<file path="config.mk">
export PLATFORM = sky130hd
export DESIGN_NAME = bcd_entry_accum
export DESIGN_NICKNAME = d
export VERILOG_FILES = /design/src/rtl/calc_pkg.sv /design/src/rtl/bcd_mac10.sv /design/src/rtl/bcd_entry_accum.sv
export SDC_FILE = /design/constraint.sdc
export NUM_CORES = 1
export LEC_CHECK = 0
export BUFFER_PORTS_ARGS = -buffer_cell sky130_fd_sc_hd__buf_2
export CAP_MARGIN = 20
export CORE_ASPECT_RATIO = 0.75
export CORE_MARGIN = 2
export CORE_UTILIZATION = 50
export DETAILED_ROUTE_END_ITERATION = 7
export GPL_TIMING_DRIVEN = 0
export PLACE_DENSITY_LB_ADDON = 0.3
export SLEW_MARGIN = 20
export SYNTH_ARGS = -nofsm -noshare
export SYNTH_HDL_FRONTEND = slang
export SYNTH_SLANG_ARGS = --single-unit
export TNS_END_PERCENT = 50
</file>
<file path="constraint.sdc">
create_clock -name clk -period 4.95 [get_ports clk]
set_input_delay 0.495 -clock clk [delete_from_list [all_inputs] [get_ports clk]]
set_output_delay 0.495 -clock clk [all_outputs]
set_load 0.05 [all_outputs]
</file>
<file path="src/rtl/calc_pkg.sv">
// Shared types for the calculator operand path: BCD digit type and the
// conversion FSM state encoding.
package calc_pkg;
  typedef logic [3:0] bcd_digit_t;

  localparam bcd_digit_t BCD_MAX_DIGIT = 4'd9;

  typedef enum logic [1:0] {
    IDLE = 2'd0,
    CONV = 2'd1,
    DONE = 2'd2
  } calc_state_t;
endpackage

</file>
<file path="src/rtl/bcd_mac10.sv">
// One step of decimal-to-binary conversion: acc*10 + digit, clamped to the
// largest BIN_W-bit value with a flag when the clamp engages.
module bcd_mac10 #(
  parameter int BIN_W = 8
) (
  input  logic [BIN_W-1:0] i_acc,
  input  logic [3:0]       i_digit,
  output logic [BIN_W-1:0] o_result,
  output logic             o_clamp
);
  localparam logic [BIN_W+3:0] MAX_VAL = {4'd0, {BIN_W{1'b1}}};

  logic [BIN_W+3:0] w_acc_ext;
  logic [BIN_W+3:0] w_sum;

  // Four guard bits hold (2^BIN_W-1)*10+9 without wrapping.
  assign w_acc_ext = {4'd0, i_acc};
  assign w_sum     = (w_acc_ext << 3) + (w_acc_ext << 1) + {{BIN_W{1'b0}}, i_digit};
  assign o_clamp   = (w_sum > MAX_VAL);
  assign o_result  = o_clamp ? {BIN_W{1'b1}} : w_sum[BIN_W-1:0];
endmodule

</file>
<file path="src/rtl/bcd_entry_accum.sv">
// Keypad BCD entry register with backspace/clear, plus a multi-cycle
// MSD-first conversion of the entry into a saturating binary operand.
module bcd_entry_accum
  import calc_pkg::*;
#(
  parameter  int DIGITS = 3,
  parameter  int BIN_W  = 8,
  localparam int NW     = $clog2(DIGITS + 1),
  localparam int IW     = (DIGITS > 1) ? $clog2(DIGITS) : 1
) (
  input  logic                  clk,
  input  logic                  rst,
  input  logic                  key_valid,
  input  logic [3:0]            key_digit,
  input  logic                  key_bksp,
  input  logic                  key_clr,
  input  logic                  conv_start,
  output logic [4*DIGITS-1:0]   bcd_out,
  output logic [NW-1:0]         ndigits,
  output logic                  busy,
  output logic                  done,
  output logic [BIN_W-1:0]      bin_out,
  output logic                  sat,
  output logic                  key_rej
);
  logic [4*DIGITS-1:0] r_bcd;
  logic [NW-1:0]       r_nd;
  calc_state_t         r_state;
  logic [IW-1:0]       r_idx;
  logic [BIN_W-1:0]    r_acc;
  logic                r_acc_sat;
  logic                r_done;
  logic [BIN_W-1:0]    r_bin;
  logic                r_sat;
  logic                r_rej;

  bcd_digit_t          w_digits [DIGITS];
  bcd_digit_t          w_digit_sel;
  logic [BIN_W-1:0]    w_mac;
  logic                w_clamp;
  logic                w_busy;
  logic                w_final_sat;

  generate
    for (genvar gi = 0; gi < DIGITS; gi++) begin : g_digit
      assign w_digits[gi] = r_bcd[4*gi +: 4];
    end
  endgenerate

  // Keys are locked out during CONV, so the live entry register doubles as
  // the conversion snapshot; key_clr aborts the conversion anyway.
  assign w_digit_sel = w_digits[r_idx];
  assign w_busy      = (r_state == CONV);
  assign w_final_sat = r_acc_sat | w_clamp;

  bcd_mac10 #(.BIN_W(BIN_W)) u_mac (
    .i_acc    (r_acc),
    .i_digit  (w_digit_sel),
    .o_result (w_mac),
    .o_clamp  (w_clamp)
  );

  always_ff @(posedge clk) begin
    if (rst) begin
      r_bcd     <= '0;
      r_nd      <= '0;
      r_state   <= IDLE;
      r_idx     <= '0;
      r_acc     <= '0;
      r_acc_sat <= 1'b0;
      r_done    <= 1'b0;
      r_bin     <= '0;
      r_sat     <= 1'b0;
      r_rej     <= 1'b0;
    end else begin
      r_done <= 1'b0;
      r_rej  <= 1'b0;
      if (key_clr) begin
        r_bcd   <= '0;
        r_nd    <= '0;
        r_state <= IDLE;
      end else begin
        case (r_state)
          CONV: begin
            r_acc     <= w_mac;
            r_acc_sat <= w_final_sat;
            if (r_idx == '0) begin
              r_state <= DONE;
              r_done  <= 1'b1;
              r_bin   <= w_mac;
              r_sat   <= w_final_sat;
            end else begin
              r_idx <= r_idx - IW'(1);
            end
          end
          DONE:    r_state <= IDLE;
          default: r_state <= IDLE;
        endcase

        // Command arbitration; a later assignment to r_state wins over the
        // DONE->IDLE step above, giving back-to-back conversions.
        if (conv_start) begin
          if (w_busy) begin
            r_rej <= 1'b1;
          end else begin
            r_state   <= CONV;
            r_acc     <= '0;
            r_acc_sat <= 1'b0;
            r_idx     <= IW'(DIGITS - 1);
          end
        end else if (key_bksp) begin
          if (w_busy || (r_nd == '0)) begin
            r_rej <= 1'b1;
          end else begin
            r_bcd <= r_bcd >> 4;
            r_nd  <= r_nd - NW'(1);
          end
        end else if (key_valid) begin
          if (w_busy || (key_digit > BCD_MAX_DIGIT) || (r_nd == NW'(DIGITS))) begin
            r_rej <= 1'b1;
          end else begin
            r_bcd <= (r_bcd << 4) | (4*DIGITS)'(key_digit);
            if (!((r_nd == '0) && (key_digit == 4'd0))) begin
              r_nd <= r_nd + NW'(1);
            end
          end
        end
      end
    end
  end

  assign bcd_out = r_bcd;
  assign ndigits = r_nd;
  assign busy    = w_busy;
  assign done    = r_done;
  assign bin_out = r_bin;
  assign sat     = r_sat;
  assign key_rej = r_rej;
endmodule

</file>
==> impl_metrics.env, run 1 <==
export IMPL_irDropWorstVdd_uv=197.0
export IMPL_crit_path_end_kind="flop"
export IMPL_hold_end="key_rej"
export IMPL_grt_usage_pct=22.11
export IMPL_synth_cell_types=52
export IMPL_cts_resized=0
export IMPL_die_area_um2=5325
export IMPL_cp_arrival_ps=3720
export IMPL_fmax_mhz=281.8
export IMPL_cts_buffers=5
export IMPL_status="finished clean"
export IMPL_fin_crit_ps=3548
export IMPL_drt_wl_total_mm=5.601
export IMPL_path_cells="buf_2 -> mux2i_1 -> o22ai_1 -> fa_1 -> inv_1 -> fa_1 -> and2b_1 -> o2111ai_1 -> a2111o_1 -> nand2_1 -> buf_6 -> a31oi_1"
export IMPL_power_density_nw_per_um2=265.3
export IMPL_synth_nets=289
export IMPL_cap_viol_max_count=0
export IMPL_drive_gt1_share_pct=24.17
export IMPL_synth_edf_count=0
export IMPL_min_from="key_valid"
export IMPL_fill_cells=410
export IMPL_crit_path_start_kind="flop"
export IMPL_root_buffer="clkbuf_8"
export IMPL_dr_pass1_iters=4
export IMPL_reg2reg_to="bin_out[0]"
export IMPL_grt_pass1_vias=1962
export IMPL_setup_worst_path_class="flop to flop"
export IMPL_wl_per_cell_um=15.60
export IMPL_drcViolationCount=0
export IMPL_whs_ps=499.9
export IMPL_nNetsFinal=329
export IMPL_area_growth_pct=14.69
export IMPL_place_area_um2=2613
export IMPL_hold_violations=0
export IMPL_clock_sinks=38
export IMPL_avgSynthCellArea_um2=9.069
export IMPL_synthArstFlopShare_pct=0
export IMPL_via_count=2121
export IMPL_clk_pin_slew_ps=80
export IMPL_p_leak_nw=1.195
export IMPL_dpl_hpwl_mm=4.127
export IMPL_overflow=0
export IMPL_hold_buffers=0
export IMPL_antenna_found_initial=0
export IMPL_crit_buf_inv=3
export IMPL_portBuffers=33
export IMPL_rows=21
export IMPL_max_clock_path_buffers=2
export IMPL_slew_headroom_pct=44.71
export IMPL_pre_cts_ws_ps=1461
export IMPL_finalWeightedCongestion=0.7848
export IMPL_dominantRegCellSynth="dfxtp_1"
export IMPL_fp_dieW_um=83.60
export IMPL_r2r_setup_slack_ps=1400
export IMPL_rr_worst_depth=12
export IMPL_rsz0062_at_grt="no"
export IMPL_hold_path_depth=3
export IMPL_yosysSeqAreaShare_pct=32.02
export IMPL_fin_tns_setup_ps=0
export IMPL_hold_class="input port to flop"
export IMPL_ys_warn_count=0
export IMPL_cts_setup_buffers=0
export IMPL_fin_ws_ps=1402
export IMPL_ios=36
export IMPL_clock_latency_ps=290
export IMPL_regToRegStartpoint="r_idx[0]"
export IMPL_slowest_stage="fa_1"
export IMPL_drv_slew=0
export IMPL_setup_viol=0
export IMPL_ys_seq_elements=38
export IMPL_synthesis_instances=262
export IMPL_grt_max_degree=12
export IMPL_skew_ps=8.608
export IMPL_tritoncts="yes"
export IMPL_syn_area_um2=2376
export IMPL_drtIter0Drc=178
export IMPL_period_share_pct=71.68
export IMPL_ant_nets=0
export IMPL_core_area_um2=4519
export IMPL_grt_pass1_wl_mm=9.632
export IMPL_power_mw=0.7231
export IMPL_cp_top_family="adder cells"
export IMPL_max_stage_delay_ps=550
export IMPL_path_max_fanout=10
export IMPL_final_cell_area_um2=2725
export IMPL_num_antenna_cells=0
export IMPL_start_util_pct=52.57
export IMPL_vias_per_cell=5.908
export IMPL_h_tree_depth=2
export IMPL_critPathMostFrequentCell="fa_1"
export IMPL_cp_required_ps=5120
export IMPL_tightest_slew_ps=822.5
export IMPL_fp_dieH_um=63.70
## routing by layer
layer | global-route usage (%) | share of wire (%)
met4 | 4.435 | 0.61
met2 | 34.20 | 43
met3 | 4.849 | 6.7
met5 | 0 | 0
met1 | 31.78 | 50
## power breakdown
part	switching (mW)	total (mW)	internal [mW]
combinational	0.0833	0.129	0.0460
clock	0.109	0.270	0.161
sequential	0.00826	0.323	0.315
total	0.201	0.723	0.522
## layout make-up
type | instances | area, um2 | area share (%)
well taps | 57 | 71.32 | 2.617
multi-input cells | 200 | 1454 | 53.35
plain buffers | 18 | 138.9 | 5.096
repair buffers | 33 | 165.2 | 6.061
clock buffers | 6 | 82.58 | 3.030
clock inverters | 1 | 30.03 | 1.102
inverters | 6 | 22.52 | 0.8264
flip-flops and latches | 38 | 760.7 | 27.92
## cells in the final DEF (no fill, tap or decap), drive strengths merged, types with 2 or more instances in the layout
master / synthesis / final
a21oi: 25 / 25
clkbuf: 8 / 14
nor4: 2 / 2
buf: 9 / 42
and2b: 2 / 2
o21bai: 9 / 9
nor2b: 6 / 6
o22ai: 3 / 3
nor3: 2 / 2
o21a: 3 / 3
fa: 2 / 2
mux2i: 17 / 17
nand3b: 2 / 2
xnor2: 6 / 6
nor2: 30 / 30
inv: 6 / 6
ha: 15 / 15
nand3: 3 / 3
a211oi: 11 / 11
or2: 10 / 10
a31oi: 14 / 14
nand2b: 2 / 2
a2111oi: 2 / 2
a41oi: 5 / 5
dfxtp: 38 / 38
nand2: 8 / 8
o21ai: 8 / 8
## Yosys cell counts (all sizes together) (2+ instances only)
library cell,n,area [um2]
dfxtp,38,760.7
nor2,30,112.6
a21oi,25,125.1
mux2i,17,170.2
ha,15,187.7
a31oi,14,137.6
a211oi,11,92.58
or2,10,62.56
buf,9,76.31
o21bai,9,67.56
clkbuf,8,30.03
nand2,8,30.03
o21ai,8,40.04
inv,6,22.52
nor2b,6,37.54
xnor2,6,52.55
a41oi,5,43.79
nand3,3,15.01
o21a,3,22.52
o22ai,3,18.77
a2111oi,2,18.77
and2b,2,16.27
fa,2,40.04
nand2b,2,12.51
nand3b,2,15.01
nor3,2,10.01
nor4,2,18.77
## how the worst max path moves through the flow
stage / cells after the start / slack (ps) / end / start
6_report: 12 / 1400 / bin_out[0] / r_idx[0]
5_1_grt: 12 / 1220 / bin_out[0] / r_idx[0]
4_1_cts: 12 / 1430 / bin_out[0] / r_idx[0]
3_3_place_gp: 12 / 1550 / bin_out[0] / r_idx[0]
3_5_place_dp: 12 / 1460 / bin_out[0] / r_idx[0]
2_1_floorplan: 12 / 1830 / bin_out[4] / r_idx[0]
## worst min-delay path: stages
cell,delay [ps]
buf_2,100
nand3b_1,70
a221oi_1,70
## cell families after synthesis
family / synth area share [%]
mux: 7.162
fa+ha+maj: 9.584
buf+inv: 6.792
flops: 32.02
compound gates: 26.96
xor+xnor: 2.212
simple gates: 15.27
## sequential cells by signal, indices dropped and copies added, names as in the netlist
register   cells
bcd_out       12
bin_out        8
r_acc          8
ndigits        2
r_idx          2
r_state        2
done           1
key_rej        1
r_acc_sat      1
sat            1
## metrics by stage
step	utilization (%)	instances
final	60.30	359
after global routing	60.30	359
after CTS	60.30	359
after detailed placement	57.81	352
after global placement	57.81	352
after floorplan	-	262
Note: power is estimated with default switching activity, not from simulation.
==> inputs of run 2 (changes only) <==
clock period = 3.3 ns   (was 4.95 ns; I/O delays follow)
==> impl_metrics.env, run 2 (synthesized netlist as in run 1, its figures left out) <==
export IMPL_max_stage_delay_ps=560
export IMPL_fill_cells=388
export IMPL_clk_pin_slew_ps=70
export IMPL_cts_buffers=5
export IMPL_pre_cts_ws_ps=-188.9
export IMPL_nNetsFinal=344
export IMPL_power_density_nw_per_um2=376.3
export IMPL_slowest_stage="fa_1"
export IMPL_final_common_cell="dfxtp_1"
export IMPL_overflow=0
export IMPL_p_leak_nw=1.290
export IMPL_area_growth_pct=23.28
export IMPL_fmax_mhz=309.2
export IMPL_place_area_um2=2613
export IMPL_cap_viol_max_count=0
export IMPL_drive_gt1_share_pct=30.91
export IMPL_dr_pass1_iters=4
export IMPL_drt_wl_total_mm=6.033
export IMPL_ios=36
export IMPL_die_area_um2=5325
export IMPL_crit_buf_inv=3
export IMPL_skew_ps=9.153
export IMPL_hold_buffers=0
export IMPL_dpl_hpwl_mm=4.127
export IMPL_irDropWorstVdd_uv=288.3
export IMPL_rows=21
export IMPL_antenna_found_initial=0
export IMPL_hold_class="input port to flop"
export IMPL_fin_ws_ps=66.35
export IMPL_portBuffers=33
export IMPL_ant_nets=0
export IMPL_rsz0062_at_grt="yes"
export IMPL_placedCellCount=352
export IMPL_tritoncts="yes"
export IMPL_clock_latency_ps=290
export IMPL_core_area_um2=4519
export IMPL_multi_input_area_um2=1508
export IMPL_h_tree_depth=2
export IMPL_start_util_pct=52.57
export IMPL_cp_arrival_ps=3410
export IMPL_regArea_um2=764.5
export IMPL_wl_per_cell_um=16.13
export IMPL_max_clock_path_buffers=2
export IMPL_drtIter0Drc=199
export IMPL_fp_dieH_um=63.70
export IMPL_path_max_fanout=10
export IMPL_grt_usage_pct=22.17
export IMPL_power_mw=1.102
export IMPL_final_cells=374
export IMPL_via_count=2199
export IMPL_final_cell_mix="dfxtp_1, buf_2, nor2_1, a21oi_1, mux2i_1"
export IMPL_crit_path_start_kind="flop"
export IMPL_tightest_slew_ps=831.1
export IMPL_crit_path_end_kind="flop"
export IMPL_fp_dieW_um=83.60
export IMPL_final_cell_area_um2=2929
export IMPL_status="finished clean"
export IMPL_largest_reg_flops=12
export IMPL_fin_crit_ps=3234
export IMPL_clock_sinks=38
export IMPL_cp_required_ps=3470
export IMPL_finalWeightedCongestion=0.7848
export IMPL_grt_pass1_wl_mm=9.653
export IMPL_setup_viol=0
export IMPL_drv_slew=0
export IMPL_cp_top_family="adder cells"
export IMPL_grt_pass1_vias=1962
export IMPL_hold_violations=0
export IMPL_setup_worst_path_class="flop to flop"
export IMPL_num_antenna_cells=0
export IMPL_slew_headroom_pct=44.13
export IMPL_period_share_pct=97.99
export IMPL_path_cells="buf_8 -> mux2i_1 -> o22ai_2 -> fa_1 -> inv_1 -> fa_2 -> and2b_1 -> o2111ai_2 -> a2111o_1 -> nand2_2 -> buf_6 -> a31oi_1"
export IMPL_vias_per_cell=5.880
export IMPL_root_buffer="clkbuf_8"
export IMPL_grt_max_degree=12
export IMPL_drcViolationCount=0
-- run 2: where the power goes --
group,switching [mW],internal (mW)
clock,0.164,0.242
combinational,0.131,0.0807
sequential,0.0129,0.472
total,0.308,0.795
-- run 2: layer usage --
layer  routed length [um]  GRT usage (%)  vias up  share of wire [%]
met4                   34          4.435        0               0.56
li1                     -              -     1069                  -
met2                 2685          34.40       76                 45
met3                  470          4.849        6                7.8
met1                 2843          31.78     1048                 47
met5                    0              0        -                  0
-- run 2: repair_timing --
action                                  4_1_cts  5_1_grt
gates cloned                                  0        2
endpoints found under the setup margin       18       18
resized for setup                             6       14
endpoints found under the hold margin         0        0
buffers inserted                              0       13
pin swaps                                     1        8
-- run 2: final timing paths --
kind / startpoint / endpoint / slack (ps) / cells past startpoint
worst max register to register: r_idx[0] / bin_out[0] / 70 / 12
worst min-delay path: conv_start / key_rej / 340 / 2
worst min register to register: bin_out[1] / bin_out[1] / 520 / 2
worst max-delay path: r_idx[0] / bin_out[0] / 70 / 12
-- run 2: layout make-up --
type | instances | area share [%]
multi-input combinational | 200 | 51.47
sequential | 38 | 26.10
timing repair buffer | 48 | 10.04
buffer | 18 | 5.340
clock buffer | 6 | 2.819
tap | 57 | 2.435
clock inverter | 1 | 1.025
inverter | 6 | 0.7689
-- run 2: through the flow --
stage | utilization, % | TNS [ps] | hold slack [ps]
after floorplan | - | 0 | 441.3
after global placement | 57.81 | -1115 | 515.4
after detailed placement | 57.81 | -2309 | 508.5
after CTS | 60.63 | 0 | 339.6
after global routing | 64.81 | -143.2 | 369.6
final | 64.81 | 0 | 336.5
